<file path="src/rtl/ifetch_stage_if.sv">
`default_nettype none
// ============================================================================
// Module   : ifetch_stage_if
// Brief    : Instruction SRAM req/ready bus between the fetch stage and SRAM.
// Revision : 1.0 - initial release
// ============================================================================
interface ifetch_stage_if #(
    parameter int PC_DATA_WIDTH     = 20,
    parameter int INSTRUCTION_WIDTH = 32
);
    logic                         inst_mem_req_out;
    logic [PC_DATA_WIDTH-1:0]     inst_mem_addr_out;
    logic                         inst_mem_ready_in;
    logic [INSTRUCTION_WIDTH-1:0] inst_mem_data_in;

    // Fetch stage drives the request side.
    modport master (
        output inst_mem_req_out,
        output inst_mem_addr_out,
        input  inst_mem_ready_in,
        input  inst_mem_data_in
    );

    // SRAM answers with a same-cycle ready strobe and data.
    modport slave (
        input  inst_mem_req_out,
        input  inst_mem_addr_out,
        output inst_mem_ready_in,
        output inst_mem_data_in
    );
endinterface
`default_nettype wire

</file>
<file path="src/rtl/ifetch_stage.sv">
`default_nettype none
// ============================================================================
// Module   : ifetch_stage
// Brief    : PC owner and instruction SRAM fetcher with one-entry skid buffer
//            and redirect handling. Optional macro IFETCH_PERF_CNT_EN adds a
//            saturating count of SRAM wait cycles.
// Revision : 1.0 - initial release
// ============================================================================
module ifetch_stage #(
    parameter int                       PC_DATA_WIDTH     = 20,
    parameter int                       INSTRUCTION_WIDTH = 32,
    parameter logic [PC_DATA_WIDTH-1:0] RESET_PC          = '0
) (
    input  logic                         clk,
    input  logic                         rst,
    input  logic                         stall,
    input  logic                         branch_taken,
    input  logic [PC_DATA_WIDTH-1:0]     branch_target,
    ifetch_stage_if.master               mem,
    output logic [INSTRUCTION_WIDTH-1:0] instruction_out,
    output logic [PC_DATA_WIDTH-1:0]     pc_out,
    output logic                         valid_out,
    output logic                         mem_wait_out
`ifdef IFETCH_PERF_CNT_EN
    ,
    output logic [31:0]                  fetch_wait_cycles_out
`endif
);

    localparam logic [PC_DATA_WIDTH-1:0] c_pc_step = PC_DATA_WIDTH'(4);

    typedef enum logic [1:0] {
        S_FETCH   = 2'd0,
        S_HOLD    = 2'd1,
        S_DISCARD = 2'd2
    } state_t;

    state_t                       r_state;
    state_t                       w_state_nxt;
    logic [PC_DATA_WIDTH-1:0]     r_pc;
    logic [PC_DATA_WIDTH-1:0]     w_pc_nxt;
    logic [PC_DATA_WIDTH-1:0]     r_redirect_pc;
    logic [PC_DATA_WIDTH-1:0]     w_redirect_nxt;
    logic [INSTRUCTION_WIDTH-1:0] r_skid_inst;
    logic [INSTRUCTION_WIDTH-1:0] w_skid_inst_nxt;
    logic [PC_DATA_WIDTH-1:0]     r_skid_pc;
    logic [PC_DATA_WIDTH-1:0]     w_skid_pc_nxt;
    logic [INSTRUCTION_WIDTH-1:0] r_inst;
    logic [INSTRUCTION_WIDTH-1:0] w_inst_nxt;
    logic [PC_DATA_WIDTH-1:0]     r_pc_out;
    logic [PC_DATA_WIDTH-1:0]     w_pc_out_nxt;
    logic                         r_valid;
    logic                         w_valid_nxt;

    logic                         w_req;
    logic                         w_ready;
    logic                         w_mem_wait;
    logic [PC_DATA_WIDTH-1:0]     w_pc_plus4;

    assign w_req      = (r_state != S_HOLD);
    assign w_ready    = mem.inst_mem_ready_in;
    assign w_mem_wait = w_req & ~w_ready;
    assign w_pc_plus4 = r_pc + c_pc_step;

    assign mem.inst_mem_req_out  = w_req;
    assign mem.inst_mem_addr_out = r_pc;
    assign instruction_out       = r_inst;
    assign pc_out                = r_pc_out;
    assign valid_out             = r_valid;
    assign mem_wait_out          = w_mem_wait;

    always_ff @(posedge clk) begin
        if (rst) begin
            r_state       <= S_FETCH;
            r_pc          <= RESET_PC;
            r_redirect_pc <= '0;
            r_skid_inst   <= '0;
            r_skid_pc     <= '0;
            r_inst        <= '0;
            r_pc_out      <= '0;
            r_valid       <= 1'b0;
        end else begin
            r_state       <= w_state_nxt;
            r_pc          <= w_pc_nxt;
            r_redirect_pc <= w_redirect_nxt;
            r_skid_inst   <= w_skid_inst_nxt;
            r_skid_pc     <= w_skid_pc_nxt;
            r_inst        <= w_inst_nxt;
            r_pc_out      <= w_pc_out_nxt;
            r_valid       <= w_valid_nxt;
        end
    end

    always_comb begin
        w_state_nxt     = r_state;
        w_pc_nxt        = r_pc;
        w_redirect_nxt  = r_redirect_pc;
        w_skid_inst_nxt = r_skid_inst;
        w_skid_pc_nxt   = r_skid_pc;
        w_inst_nxt      = r_inst;
        w_pc_out_nxt    = r_pc_out;
        w_valid_nxt     = r_valid;

        if (branch_taken) begin
            w_inst_nxt      = '0;
            w_valid_nxt     = 1'b0;
            w_skid_inst_nxt = '0;
            w_skid_pc_nxt   = '0;
            // An access still in flight must keep its address until it
            // completes, so the redirect is parked instead of applied.
            if (w_mem_wait) begin
                w_redirect_nxt = branch_target;
                w_state_nxt    = S_DISCARD;
            end else begin
                w_pc_nxt    = branch_target;
                w_state_nxt = S_FETCH;
            end
        end else begin
            case (r_state)
                S_FETCH: begin
                    if (w_ready) begin
                        w_pc_nxt = w_pc_plus4;
                        if (!stall) begin
                            w_inst_nxt   = mem.inst_mem_data_in;
                            w_pc_out_nxt = w_pc_plus4;
                            w_valid_nxt  = 1'b1;
                        end else begin
                            w_skid_inst_nxt = mem.inst_mem_data_in;
                            w_skid_pc_nxt   = w_pc_plus4;
                            w_state_nxt     = S_HOLD;
                        end
                    end else if (!stall) begin
                        w_inst_nxt  = '0;
                        w_valid_nxt = 1'b0;
                    end
                end
                S_HOLD: begin
                    if (!stall) begin
                        w_inst_nxt      = r_skid_inst;
                        w_pc_out_nxt    = r_skid_pc;
                        w_valid_nxt     = 1'b1;
                        w_skid_inst_nxt = '0;
                        w_skid_pc_nxt   = '0;
                        w_state_nxt     = S_FETCH;
                    end
                end
                S_DISCARD: begin
                    if (w_ready) begin
                        w_pc_nxt    = r_redirect_pc;
                        w_state_nxt = S_FETCH;
                    end
                    if (!stall) begin
                        w_inst_nxt  = '0;
                        w_valid_nxt = 1'b0;
                    end
                end
                default: begin
                    w_state_nxt = S_FETCH;
                end
            endcase
        end
    end

`ifdef IFETCH_PERF_CNT_EN
    logic [31:0] r_wait_cnt;

    always_ff @(posedge clk) begin
        if (rst) begin
            r_wait_cnt <= '0;
        end else if (w_mem_wait && (r_wait_cnt != 32'hFFFF_FFFF)) begin
            r_wait_cnt <= r_wait_cnt + 32'd1;
        end
    end

    assign fetch_wait_cycles_out = r_wait_cnt;
`endif

endmodule
`default_nettype wire
</file>
<file path="src/flat_wrapper.sv">
// flat-port wrapper written by rule: the top's interface ports become plain ports
module ifetch_stage_flat 
#(
    parameter int                       PC_DATA_WIDTH     = 20,
    parameter int                       INSTRUCTION_WIDTH = 32,
    parameter logic [PC_DATA_WIDTH-1:0] RESET_PC          = '0
)
  (clk, rst, stall, branch_taken, branch_target, instruction_out, pc_out, valid_out, mem_wait_out, mem_inst_mem_req_out, mem_inst_mem_addr_out, mem_inst_mem_ready_in, mem_inst_mem_data_in);
  ifetch_stage_if #(.PC_DATA_WIDTH(PC_DATA_WIDTH), .INSTRUCTION_WIDTH(INSTRUCTION_WIDTH)) mem_i ();
  input  logic clk;
  input  logic rst;
  input  logic stall;
  input  logic branch_taken;
  input  logic [PC_DATA_WIDTH-1:0] branch_target;
  output logic [INSTRUCTION_WIDTH-1:0] instruction_out;
  output logic [PC_DATA_WIDTH-1:0] pc_out;
  output logic valid_out;
  output logic mem_wait_out;
  output wire logic [$bits(mem_i.inst_mem_req_out)-1:0] mem_inst_mem_req_out;
  output wire logic [$bits(mem_i.inst_mem_addr_out)-1:0] mem_inst_mem_addr_out;
  input wire logic [$bits(mem_i.inst_mem_ready_in)-1:0] mem_inst_mem_ready_in;
  input wire logic [$bits(mem_i.inst_mem_data_in)-1:0] mem_inst_mem_data_in;
  assign mem_inst_mem_req_out = mem_i.inst_mem_req_out;
  assign mem_inst_mem_addr_out = mem_i.inst_mem_addr_out;
  assign mem_i.inst_mem_ready_in = mem_inst_mem_ready_in;
  assign mem_i.inst_mem_data_in = mem_inst_mem_data_in;
  ifetch_stage #(.PC_DATA_WIDTH(PC_DATA_WIDTH), .INSTRUCTION_WIDTH(INSTRUCTION_WIDTH), .RESET_PC(RESET_PC)) u_core (.clk(clk), .rst(rst), .stall(stall), .branch_taken(branch_taken), .branch_target(branch_target), .mem(mem_i), .instruction_out(instruction_out), .pc_out(pc_out), .valid_out(valid_out), .mem_wait_out(mem_wait_out));
endmodule
</file>
<file path="config.mk">
export PLATFORM = sky130hd
export DESIGN_NAME = ifetch_stage_flat
export DESIGN_NICKNAME = d
export VERILOG_FILES = /design/src/rtl/ifetch_stage_if.sv /design/src/rtl/ifetch_stage.sv /design/src/flat_wrapper.sv
export SDC_FILE = /design/constraint.sdc
export NUM_CORES = 1
export LEC_CHECK = 0
export CAP_MARGIN = 20
export CORE_MARGIN = 1
export CORE_UTILIZATION = 45
export DETAILED_ROUTE_END_ITERATION = 12
export MAX_ROUTING_LAYER = met4
export PLACE_DENSITY = 0.8
export SLEW_MARGIN = 10
export SYNTH_ARGS = -nofsm -noshare
export SYNTH_HDL_FRONTEND = slang
export SYNTH_SLANG_ARGS = --single-unit
export TNS_END_PERCENT = 5
</file>
<file path="constraint.sdc">
create_clock -name clk -period 3.9 [get_ports clk]
set_clock_uncertainty 0.05 [all_clocks]
set_input_delay 0.78 -clock clk [delete_from_list [all_inputs] [get_ports clk]]
set_output_delay 0.78 -clock clk [all_outputs]
set_load 0.01 [all_outputs]
</file>
* After elaboration in Yosys (flattened, before gate mapping)
Index checks and enable logic that the tools add are counted.
** Word-level totals
- Register bits after elaboration :: 147
- Output and inout bits :: 75
- Word-level logic and storage cells :: 69
** Cells by class
- Add/subtract/negate cells :: 1
- Eq/ne operators :: 13
- Mux-type cells :: 33
- Bitwise gates (word level) :: 3
- Reduce and logical (&&, ||, !) cells :: 11
** Operators by type and width (number)
- 32-bit 2-to-1 mux :: 7
- 20-bit 2-to-1 mux :: 10
- 20-bit one-hot mux with 2 select lines :: 3
- 32-bit one-hot mux with 3 select lines :: 1
- 32-bit one-hot mux with 2 select lines :: 1
- 20-bit by 3-bit adder with 20-bit output (second input constant) :: 1
- 3-bit != test (second input constant) :: 5
- 2-bit 2-to-1 mux :: 6
- 4-bit AND reduction :: 3
- 2-bit != test (second input constant) :: 5
- 2-bit one-hot mux with 3 select lines :: 1
- 3-bit nonzero test :: 2
- 5-bit AND reduction :: 1
- 1-bit 2-to-1 mux :: 3
- 1-bit one-hot mux with 3 select lines :: 1
- 3-bit AND reduction :: 1
- 2-bit by 1-bit equality test with 1-bit output (second input constant) :: 1
- 2-bit equality test (second input constant) :: 1
- 2-bit zero test :: 1
- 2-bit by 1-bit != test with 1-bit output (second input constant) :: 1
- 1-bit inverter :: 2
- 2-bit AND reduction :: 1
- 2-bit nonzero test :: 1
- 2-bit OR reduction :: 1
- 1-bit bitwise AND :: 1

* Longest topological paths before layout
Gate-level depths: netlist of the first run.
- Word-level depth :: 4
- Depth in mapped cells :: 10

* Worst setup path after synthesis of the first run
No wires, ideal clock.
- Path type :: input-to-reg
- Start point :: in rst
- End point :: reg u_core.r_skid_pc[11]
- Setup time :: 58 ps
- Data arrival time :: 1972 ps
- Data required time :: 3792 ps
- Path slack :: 1821 ps
- Stages :: 7
- Path through :: clkbuf_1 > or2_1 > clkbuf_1 > or3_1 > buf_2 > a21oi_1 > a21o_1
** Between the ends
- Longest elaborated chain between the ends :: 1
** RTL lines
- from (decl) :: RTL line flat_wrapper.sv:11 : input logic rst;
- 2-bit OR reduction (no line)
- to (signal assigned) :: RTL line ifetch_stage.sv:87 : r_skid_pc <= w_skid_pc_nxt;
- to (decl) :: RTL line ifetch_stage.sv:46 : logic [PC_DATA_WIDTH-1:0] r_skid_pc;
Every way passes these cells.
A chain may end at the register's enable or synchronous reset.

* Worst setup path in the final report of the first run
- Start point :: reg u_core.r_state[0]
- End point :: out mem_inst_mem_req_out
** Between the ends
- Longest elaborated chain between the ends :: 1
** RTL lines
- from (decl) :: RTL line ifetch_stage.sv:38 : state_t r_state;
- from (signal assigned) :: RTL line ifetch_stage.sv:83 : r_state <= w_state_nxt;
- 2-bit by 1-bit != test with 1-bit output :: RTL line ifetch_stage.sv:60 : assign w_req = (r_state != S_HOLD);
- to (decl) :: RTL line flat_wrapper.sv:19 : output wire logic [$bits(mem_i.inst_mem_req_out)-1:0] mem_inst_mem_req_out;
Every way passes these cells.

==> impl.org, run 1 <==
** Floorplan
- Cell row count :: 44
- Effective utilization at floorplan :: 46.21%
- In this run the vertical extent of the chip is 124.4 µm.
- The die covers 0.01547 mm².
- Horizontal die dimension :: 124.4 µm
- The total area inside the core boundary comes to 0.01459 mm².
- Count of boundary I/O pins :: 132

** Synthesis
- Counting every instance in the synthesized netlist gives 847.
- #FFs+latches synth :: 147
- Synth Area in Compound Gates :: 23.16%
- The synthesized design devotes to its leading area cell type 43.65% of total area.
- Synth Area in XOR/XNOR :: 1.559%
- Synthesis instantiated 67 different standard cells from the library.
- After synthesis, the largest family of logic cells by area is simple AND/OR/NAND/NOR gates.
- Summing the areas of all fa, ha and maj instances in the mapped netlist gives 0.9280% of the synthesized area.
- Cell type with the largest total area after synthesis :: sky130_fd_sc_hd__dfxtp_1
- Share of synthesized area occupied by flip-flops and latches :: 43.65%
- Warnings, synthesis :: 0
- Synthesized cell area :: 0.006741 mm²
- Fraction of synthesized area in multiplexers :: 1.633%
- Net count after synthesis :: 909
- Most frequently used flop master after synthesis :: sky130_fd_sc_hd__dfxtp_1
- A synthesized cell averages 7.959 µm².
- Summing the areas of all and, or, nand and nor instances in the mapped netlist gives 23.48% of the synthesized area.
- Most area-consuming cells after synthesis :: sky130_fd_sc_hd__dfxtp_1 44%, sky130_fd_sc_hd__a21oi_1 8.5%, sky130_fd_sc_hd__nor2_1 8.1%, sky130_fd_sc_hd__nand2_1 5.0%, sky130_fd_sc_hd__a22oi_1 4.0%
- Post-synthesis async set-or-reset flop share :: 0%
- Number of enable flip-flop cells after synthesis :: 0

** GRT
- For this run the aggregate overflow at the end of global routing stands at 0.
- Global routing used 25.22% of the available tracks across all layers.
- The first global-routing pass estimated 30,880 µm of wire.
- Number of antenna violations at the first check in global routing :: 0
- The number of global-route vias before repair is 6,098.
- Entering global routing, the biggest net connects 62 pins.

** Clock network
- After clock tree synthesis, the clock-pin slew on the worst setup and hold paths is 60 ps.
- Clock sinks :: 147
- TritonCTS clock tree :: done
- Buffers inserted by post-CTS timing repair :: 0
- Gates resized during post-CTS repair numbered 0.
- CTS H-tree depth :: 4
- The cell sitting at the root of the clock tree is a sky130_fd_sc_hd__clkbuf_16.
- CTS Buf Count :: 17
- Insertion delay to the later sink of the worst-skew pair :: 420 ps
- # hold bufs at CTS :: 0
- Buffers from clock root to sink, at most :: 2

** Drt
- Remaining DRCs :: 0
- Number of optimization iterations in the first detailed-route pass :: 5
- Via-per-instance ratio :: 5.770
- In the final routing, the length of wire on met1 measures 8276 µm.
- The first routing iteration left 583 violations.
- The detailed router used layers up to and including met4.
- Via total after detailed routing :: 6,583
- The routed design has 18,960 µm of wire.
- Detail Route met2 WL :: 9015 µm
- Number of antenna-violating nets in the routed design :: 0
- Total length of routed met3 wires :: 1181 µm
- Dividing the detail-routed wire length by the instance count gives 16.62 µm.

** Final layout
- Total of fill cells in the finished design :: 1,270
- Nets :: 1,006
- Growth of design area from synthesis to finish :: 28.99%
- Share of final-layout standard cells stronger than drive strength 1 :: 8.359%
- Count of antenna diodes in the layout :: 0
- Footprint of the flip-flops and latches :: 0.002943 mm²
- In the final layout, the multi-input gates occupy 0.003440 mm².

** STA
- Final number of setup-violating endpoints :: 0
- After routing, the total negative slack on setup checks comes to 0 ps.
- Based on the critical path, the design can be clocked at up to 301.4 MHz.
- Slew at the pin with the worst max-slew slack :: 920.5 ps
- The smallest clock period supported by the final layout is computed as 3317 ps.
- After layout, the worst path uses 85.06% of the clock period.
- RSZ-0062 raised after global routing :: false
- Max Transition Viols Final :: 0
- Final hold vios :: 0
- In this run the tightest slew margin relative to its limit is 38.63%.

** Setup path
- Type of element capturing the critical path :: output port
- Required time at the endpoint of the critical path :: 3070 ps
- The worst setup path is launched from a flip-flop.
- In this run the worst path has a maximum fanout of 21.
- At the worst endpoint, the arrival time is 2490 ps.
- Kind of critical path :: flip-flop to output port

** Power
- Power Density :: 428.4 mW/mm²
- VDD sags by at most 0.3080 mV.
- Total power for the finished layout comes to 3.725 mW.
- Static leakage power :: 3.268 nW

** Placed design
- Count of port buffers added during placement :: 131
- Post-DP HPWL :: 12,240 µm
- The congestion estimate from routability-driven global placement came to 0.8848.

** Run
- The tool flagged a number of max-cap violations equal to 0.

** Outcome
- Result of the run :: complete, no violations

** Worst hold path
- In this run the worst hold path is classified as flip-flop to flip-flop.
## cells by family after synthesis
| group | after synthesis |
|---|---|
| flops | 147 |
| simple gates | 336 |
| fa+ha+maj | 5 |
| buf+inv | 85 |
| compound gates | 251 |
| mux | 11 |
| xor+xnor | 12 |
## sequential cells by signal, indices dropped and copies added (netlist names), named ones only
name / cells
u_core.instruction_out: 32
u_core.mem.inst_mem_addr_out: 20
u_core.pc_out: 20
u_core.r_redirect_pc: 20
u_core.r_skid_inst: 32
u_core.r_skid_pc: 20
u_core.r_state: 2
## placed cells by master, fill, tap and decap left out, types with 3 or more instances in the layout
cell and count:
sky130_fd_sc_hd__buf_4 19, sky130_fd_sc_hd__a211oi_1 13, sky130_fd_sc_hd__a311oi_1 4, sky130_fd_sc_hd__a32oi_1 3, sky130_fd_sc_hd__a22oi_1 36, sky130_fd_sc_hd__mux2i_1 11, sky130_fd_sc_hd__a31oi_1 5, sky130_fd_sc_hd__clkinv_2 3
sky130_fd_sc_hd__nor2_1 145, sky130_fd_sc_hd__a21o_1 7, sky130_fd_sc_hd__clkinvlp_4 4, sky130_fd_sc_hd__or3_1 6, sky130_fd_sc_hd__o31a_1 3, sky130_fd_sc_hd__xnor2_1 7, sky130_fd_sc_hd__nand2b_1 5, sky130_fd_sc_hd__o21ai_0 35
sky130_fd_sc_hd__clkbuf_16 17, sky130_fd_sc_hd__clkinv_4 4, sky130_fd_sc_hd__a21oi_1 114, sky130_fd_sc_hd__nand3_1 14, sky130_fd_sc_hd__inv_1 11, sky130_fd_sc_hd__or2_2 3, sky130_fd_sc_hd__and3_1 38, sky130_fd_sc_hd__nand4_1 3
sky130_fd_sc_hd__ha_1 5, sky130_fd_sc_hd__nor3_1 5, sky130_fd_sc_hd__o211ai_1 9, sky130_fd_sc_hd__dfxtp_1 147, sky130_fd_sc_hd__nand2_1 89, sky130_fd_sc_hd__xor2_1 5, sky130_fd_sc_hd__clkdlybuf4s50_1 130, sky130_fd_sc_hd__and4_2 3
## cell usage after synthesis (all sizes together), types with 9 or more instances
cell,number
buf,22
o211ai,9
o21ai,37
mux2i,11
a211oi,14
a22oi,36
clkbuf,50
nand3,14
nand2,90
nor2,147
inv,11
dfxtp,147
and3,41
a21oi,114
## final timing paths
| kind | from | cells after the start | slack (ps) | end |
|---|---|---|---|---|
| max reg2reg | u_core.r_state[0] | 6 | 1000 | u_core.pc_out[17] |
| min reg2reg | u_core.r_skid_pc[0] | 2 | 400 | u_core.r_skid_pc[0] |
| max | u_core.r_state[0] | 3 | 580 | mem_inst_mem_req_out |
| min | u_core.r_skid_pc[0] | 2 | 400 | u_core.r_skid_pc[0] |
## worst max-delay path, cell delays in order, from the launching register on
cell and delay, ps:
sky130_fd_sc_hd__dfxtp_1 400, sky130_fd_sc_hd__ha_1 790, sky130_fd_sc_hd__clkinv_1 320, sky130_fd_sc_hd__clkdlybuf4s50_1 560
## metrics by stage
stage               util, %  area, µm²  hold slack (ps)  worst slack (ps)  instances
detailed placement    55.59       8110            386.9             746.9       1109
floorplan                 -       6741            366.3              1821        847
global route          59.61       8696            422.4             456.9       1141
CTS                   59.61       8696            401.0             587.0       1141
global placement      55.59       8110            377.8             774.7       1109
finish                59.61       8696            401.7             582.6       1141
## power by group
part	total (mW)	internal, mW	switching (mW)
Sequential	1.60	1.55	0.0497
Combinational	0.502	0.223	0.278
Clock	1.62	0.947	0.673
## final cells by class
type | count | share of cell area [%]
clock buffers | 17 | 4.892
flip-flops and latches | 147 | 33.84
clock inverters | 15 | 1.842
multi-input cells | 615 | 39.55
inverters | 13 | 0.5612
well taps | 184 | 2.647
repair buffers | 150 | 16.66
## per-layer routing
layer | global-route usage [%] | up-vias
li1 | - | 3163
met1 | 32.84 | 3123
met2 | 37.99 | 260
met3 | 5.369 | 37
met4 | 10.21 | 0
met5 | - | -
Power figures use the tool's default switching activity.
==> run 2: changes to the inputs <==
--- a/config.mk
+++ b/config.mk
@@ -7,9 +7,11 @@
 export LEC_CHECK = 0
 export CAP_MARGIN = 20
+export CELL_PAD_IN_SITES_DETAIL_PLACEMENT = 1
+export CELL_PAD_IN_SITES_GLOBAL_PLACEMENT = 1
 export CORE_MARGIN = 1
-export CORE_UTILIZATION = 45
+export CORE_UTILIZATION = 41
 export DETAILED_ROUTE_END_ITERATION = 12
 export MAX_ROUTING_LAYER = met4
-export PLACE_DENSITY = 0.8
+export PLACE_DENSITY = 0.94
 export SLEW_MARGIN = 10
 export SYNTH_ARGS = -nofsm -noshare
--- a/constraint.sdc
+++ b/constraint.sdc
@@ -3,3 +3,3 @@
 set_input_delay 0.78 -clock clk [delete_from_list [all_inputs] [get_ports clk]]
 set_output_delay 0.78 -clock clk [all_outputs]
-set_load 0.01 [all_outputs]
+set_load 0.05 [all_outputs]
==> run 2 against run 1 <==
  * Non-clock buffer count increased by 1
  * Clock-buffer cell count increased by 2
  * Critical endpoint is now mem_wait_out
  * Cell area about the same
  * Critical path type is now input port to output port
==> impl.org, run 2 (synthesis results as in run 1) <==
** Clock network
- CTS H-tree depth :: 4
- For the worst-skew pair, the clock arrives at the later sink with an insertion delay of 440 ps.
- Clock sinks :: 147
- Once the clock tree was built, the setup fixing pass inserted 0 buffers.
- In this run, CTS created clock tree buffers numbering 17.
- Root buf cell :: sky130_fd_sc_hd__clkbuf_16
- Once the clock tree was built, the resizer swapped 0 gates to a different size.
- Buffers from clock root to sink, at most :: 2
- The number of hold buffers added after CTS was 0.
- Worst-path clk slew :: 60 ps
- TritonCTS built the clock tree.

** Setup path
- By instance count, the cell type seen most on the critical path is sky130_fd_sc_hd__clkdlybuf4s50_1.
- In this run the critical register-to-register path is captured at u_core.pc_out[16].
- Along the worst path, the maximum fanout reaches 2.
- At the worst endpoint, the required time is 3070 ps.
- Ordered cell list for the critical path :: clkdlybuf4s50_1, nor2_1, clkdlybuf4s50_1
- R2R Path Start :: u_core.r_state[1]
- STA classifies the critical path endpoint as an output port.
- The slowest stage of the critical path belongs to the cell sky130_fd_sc_hd__clkdlybuf4s50_1.
- Number of buffers and inverters on the critical path :: 2
- The worst setup path is launched from an input port.
- R2R setup slack :: 1260 ps
- Gate family responsible for the most delay along the worst path :: buffers and inverters
- Cell depth of the worst flop-to-flop path :: 8
- Data on the critical path arrives at its endpoint at 2360 ps.
- The critical path is of the input port to output port type.
- On the worst path, the slowest cell contributes a delay of 880 ps.

** Run
- Max-cap violations in this run came to 0.

** Outcome
- The run finished with clean final reports.

** STA
- At the pin with the least slew margin, the transition time is 798.1 ps.
- Worst relative slew slack :: 46.66%
- Max Transition Viols Final :: 0
- In the finished design, the share of the clock period the worst path needs comes to 81.74%.
- RSZ-0062 raised after global routing :: false
- Shortest period the worst path allows :: 3188 ps
- Post-Route Setup TNS :: 0 ps
- Maximum frequency from static timing analysis :: 313.7 MHz
- The final-report hold violation count came to 0.
- Setup violations remaining at the end of the flow were counted as 0.
- Post-route worst setup slack :: 712.3 ps

** Final layout
- For this run, the post-layout net count is 1,007.
- Of the cells placed in the final design, the portion with a size suffix greater than 1 is 8.351%.
- Count of antenna diodes in the layout :: 0
- In the layout the commonest cells are 147 x sky130_fd_sc_hd__dfxtp_1, 145 x sky130_fd_sc_hd__nor2_1, 129 x sky130_fd_sc_hd__clkdlybuf4s50_1, 114 x sky130_fd_sc_hd__a21oi_1, 89 x sky130_fd_sc_hd__nand2_1.
- Cells fill 54.58% of the core in the end.
- Leaving out fill and tap cells, the most frequent cell in the layout is sky130_fd_sc_hd__dfxtp_1.
- Growth of design area from synthesis to finish :: 29.08%

** Drt
- Remaining DRCs :: 0
- After detailed routing, the number of vias per cell comes to 5.764.
- Once detail routing completed, the nets flagged for antenna violations numbered 0.
- Number of optimization iterations in the first detailed-route pass :: 5
- DR WL/cell :: 19.39 µm
- The routed layout has 6,767 vias.
- Drt total wl :: 22,760 µm
- For this block, the initial DRC count from the detailed router was 359.

** Placed design
- At the end of routability-driven placement, the weighted congestion stood at 0.8504.
- Post-DP HPWL :: 14,400 µm
- Count of port buffers added during placement :: 131
- Post-placement setup slack :: 740.9 ps

** Power
- Logic pwr share :: 16.5%
- The clock network accounts for 40.8% of the total power.
- In this run switching power makes up 29.68% of total power.
- Internal power comes to 2.649 mW.
- In this run, flip-flops and latches consume 42.7% of the power.
- In this run the power spent charging and discharging nets is 1.118 mW.
- Static leakage power :: 3.250 nW
- Power Density :: 433.0 mW/mm²
- Largest vdd supply drop :: 0.3489 mV

** GRT
- Vias in the first global route :: 7,044
- Overall track demand over capacity in global routing :: 28.38%
- Entering global routing, the biggest net connects 62 pins.
- Global-route wire length before repair :: 35,920 µm
- The initial antenna violation count came to 0.
- For this run the aggregate overflow at the end of global routing stands at 0.

** Worst hold path
- The min-delay analysis places its worst path in the category flip-flop to flip-flop.
- Hold path cells :: 1
- The path with the worst hold slack has its endpoint at u_core.r_skid_pc[11].
- Startpoint of the most critical hold path :: u_core.r_skid_pc[11]

** Floorplan
- Effective utilization at floorplan :: 42.29%
- Vert. Die Dim :: 130.2 µm
- Cell row count :: 46
- The die is 130.2 µm wide.
- Die outline area :: 0.01696 mm²
- 132 I/O pins were placed.
- Core Region :: 0.01594 mm²
==> run 2: power by group through the flow <==
stage               clock network, mW  logic [mW]  registers [mW]
detailed placement                  0       0.609            1.64
global route                     1.62       0.663            1.61
floorplan                           0       0.283            1.73
global placement                    0       0.592            1.63
CTS                              1.56       0.619            1.61
finish                           1.54       0.621            1.61
==> run 2: worst reg2reg max path, cell delays in order (launching register included) <==
cell	delay [ps]
sky130_fd_sc_hd__dfxtp_1	350
sky130_fd_sc_hd__inv_1	100
sky130_fd_sc_hd__ha_1	180
sky130_fd_sc_hd__buf_4	380
sky130_fd_sc_hd__nand2b_2	180
sky130_fd_sc_hd__a211o_1	570
sky130_fd_sc_hd__nor2_1	380
sky130_fd_sc_hd__nand2_1	170
sky130_fd_sc_hd__o211ai_1	190
==> run 2: stage by stage <==
stage | hold WS, ps | instances | instance area [µm²] | power (mW)
finish | 404.1 | 1174 | 8702 | 3.768
global placement | 377.3 | 1142 | 8155 | 2.227
CTS | 401.3 | 1174 | 8702 | 3.781
global route | 420.7 | 1174 | 8702 | 3.896
floorplan | 366.3 | 847 | 6741 | 2.013
detailed placement | 387.9 | 1142 | 8155 | 2.246
==> run 2: how the worst max path moves through the flow <==
stage	startpoint	end	slack, ps	cells past startpoint
finish	mem_inst_mem_ready_in	mem_wait_out	710	3
global route	mem_inst_mem_ready_in	mem_wait_out	690	3
CTS	mem_inst_mem_ready_in	mem_wait_out	700	3
detailed placement	mem_inst_mem_ready_in	mem_wait_out	740	3
global placement	mem_inst_mem_ready_in	mem_wait_out	730	3
floorplan	mem_inst_mem_ready_in	mem_wait_out	1460	2
==> run 2: routing by layer <==
metal,up-vias,track usage [%],routed length (µm)
met4,0,14.50,762
met1,3339,32.46,9579
met5,-,-,0
met3,65,5.084,974
li1,3162,-,-
met2,201,47.50,11450
==> run 2: layout make-up <==
cell class / instances / area [µm²]
fillers: 1941 / 7241
multi-input cells: 615 / 3440
flip-flops and latches: 147 / 2943
repair buffers: 151 / 1454
clock buffers: 19 / 432.9
well taps: 216 / 270.3
clock inverters: 13 / 113.9
inverters: 13 / 48.80
==> variant, RTL diff (config.mk and constraints of run 1) <==
`PC_DATA_WIDTH` is set to 20 in 3 places; all go to 30.
--- a/src/rtl/ifetch_stage_if.sv
+++ b/src/rtl/ifetch_stage_if.sv
@@ -6,5 +6,5 @@
 // ============================================================================
 interface ifetch_stage_if #(
-    parameter int PC_DATA_WIDTH     = 20,
+    parameter int PC_DATA_WIDTH     = 30,
     parameter int INSTRUCTION_WIDTH = 32
 );
--- a/src/rtl/ifetch_stage.sv
+++ b/src/rtl/ifetch_stage.sv
@@ -8,5 +8,5 @@
 // ============================================================================
 module ifetch_stage #(
-    parameter int                       PC_DATA_WIDTH     = 20,
+    parameter int                       PC_DATA_WIDTH     = 30,
     parameter int                       INSTRUCTION_WIDTH = 32,
     parameter logic [PC_DATA_WIDTH-1:0] RESET_PC          = '0
--- a/src/flat_wrapper.sv
+++ b/src/flat_wrapper.sv
@@ -2,5 +2,5 @@
 module ifetch_stage_flat 
 #(
-    parameter int                       PC_DATA_WIDTH     = 20,
+    parameter int                       PC_DATA_WIDTH     = 30,
     parameter int                       INSTRUCTION_WIDTH = 32,
     parameter logic [PC_DATA_WIDTH-1:0] RESET_PC          = '0
Interface: changed (resized branch_target, mem_inst_mem_addr_out and pc_out); port bits go from 132 to 162. The function was not compared with the original's and may differ.
==> variant against run 1 <==
Power up 18%. Via count up 32%. Sequential cell count up 40. Routed wire length up 36%. Worst setup slack better by 0.20 ns. Cell area up 26%. Global-route usage up 1.5 points. Highest routed layer unchanged. Synthesized area up 28%.
==> variant: results (changes against run 1) <==
metric;value;unit;change
outcome;complete, no violations;;unchanged
register area;0.00374;mm2;was 0.00294 mm2
Initial DRT Pass Iterations;6;;was 5
I/O Buffers;161;;was 131
largest net degree at the start of global routing;85;;was 62
WL met2;11700;um;was 9020 um
area of the multi-input gates;0.00450;mm2;was 0.00344 mm2
count of cell types in the netlist;71;;was 67
complex-gate fraction of the synthesized area;23.7;%;was 23.2%
Inverters;12;;was 13
fillers;1698;;was 1270
Worst VDD drop;0.000293;V;was 0.000308 V
Arrival @ worst endpoint;2.29;ns;was 2.49 ns
switching power;1.30;mW;was 1.00 mW
register area share after synthesis;43.4;%;was 43.7%
DRT iter0 DRCs;792;;was 583
crit-path max cell delay;0.60;ns;was 0.79 ns
dpl hpwl;16900;um;was 12200 um
synth cell count leaders;192 x nand2_1, 187 x dfxtp_1, 141 x a21oi_1;;was 147 x dfxtp_1, 146 x nor2_1, 114 x a21oi_1
GP Congestion;0.939;;was 0.885
P_leak;3.71;nW;was 3.27 nW
mux share of post-synthesis cell area;0.943;%;was 1.63%
met3 wire length;2040;um;was 1180 um
crit path launch;mem_inst_mem_ready_in;;was u_core.r_state[0]
min-delay src;u_core.r_skid_pc[13];;was u_core.r_skid_pc[0]
Synth area leaders;dfxtp_1 43%, nand2_1 8.4%, a21oi_1 8.2%;;was dfxtp_1 44%, a21oi_1 8.5%, nor2_1 8.1%
Initial Util;46.0;%;was 46.2%
vias in the first global route;7809;;was 6098
met2 usage;39.4;%;was 38.0%
area share of fa/ha/maj cells after synthesis;0.725;%;was 0.928%
critical path capture point;mem_wait_out;;was mem_inst_mem_req_out
Seq cells;187;;was 147
worst reg2reg setup slack;1.17;ns;was 1.00 ns
first-pass GRT wire length;40800;um;was 30900 um
clk tree area frac;5.23;%;was 6.73%
met3 Use GR;4.44;%;was 5.37%
#MultiIn Comb;830;;was 615
Final #Nets;1304;;was 1006
M1 wire length;11300;um;was 8280 um
FF-to-FF Start;u_core.r_state[1];;was u_core.r_state[0]
non-clk buf share;16.4;%;was 16.7%
Synth Area in XOR/XNOR;1.83;%;was 1.56%
Hold Slack;0.400;ns;was 0.402 ns
WHS Endpoint;u_core.r_skid_pc[13];;was u_core.r_skid_pc[0]
Worst Tran Pin Value;0.946;ns;was 0.921 ns
syn nets;1193;;was 909
met1 Use GR;36.5;%;was 32.8%
[variant: through the flow]
stage	total power, mW	worst slack, ns	instances	area [um2]	utilization, %
6_report	4.41	0.781	1479	11000	58.3
5_1_grt	4.58	0.738	1479	11000	58.3
4_1_cts	4.41	0.804	1478	10900	58.2
3_5_place_dp	2.73	0.680	1446	10400	55.2
3_3_place_gp	2.72	0.773	1446	10400	55.2
2_1_floorplan	2.44	1.57	1121	8630	-
[variant: power groups by stage]
stage | combinational [mW] | sequential (mW) | clock [mW]
3_3_place_gp | 0.619 | 2.10 | 0
5_1_grt | 0.696 | 2.07 | 1.81
6_report | 0.640 | 2.06 | 1.70
3_5_place_dp | 0.626 | 2.10 | 0
2_1_floorplan | 0.346 | 2.09 | 0
4_1_cts | 0.631 | 2.06 | 1.72
[variant: critical path, delay by kind of cell]
| family | cells | cell delay, ns |
|---|---|---|
| buf+inv | 2 | 1.19 |
| simple gates | 1 | 0.32 |
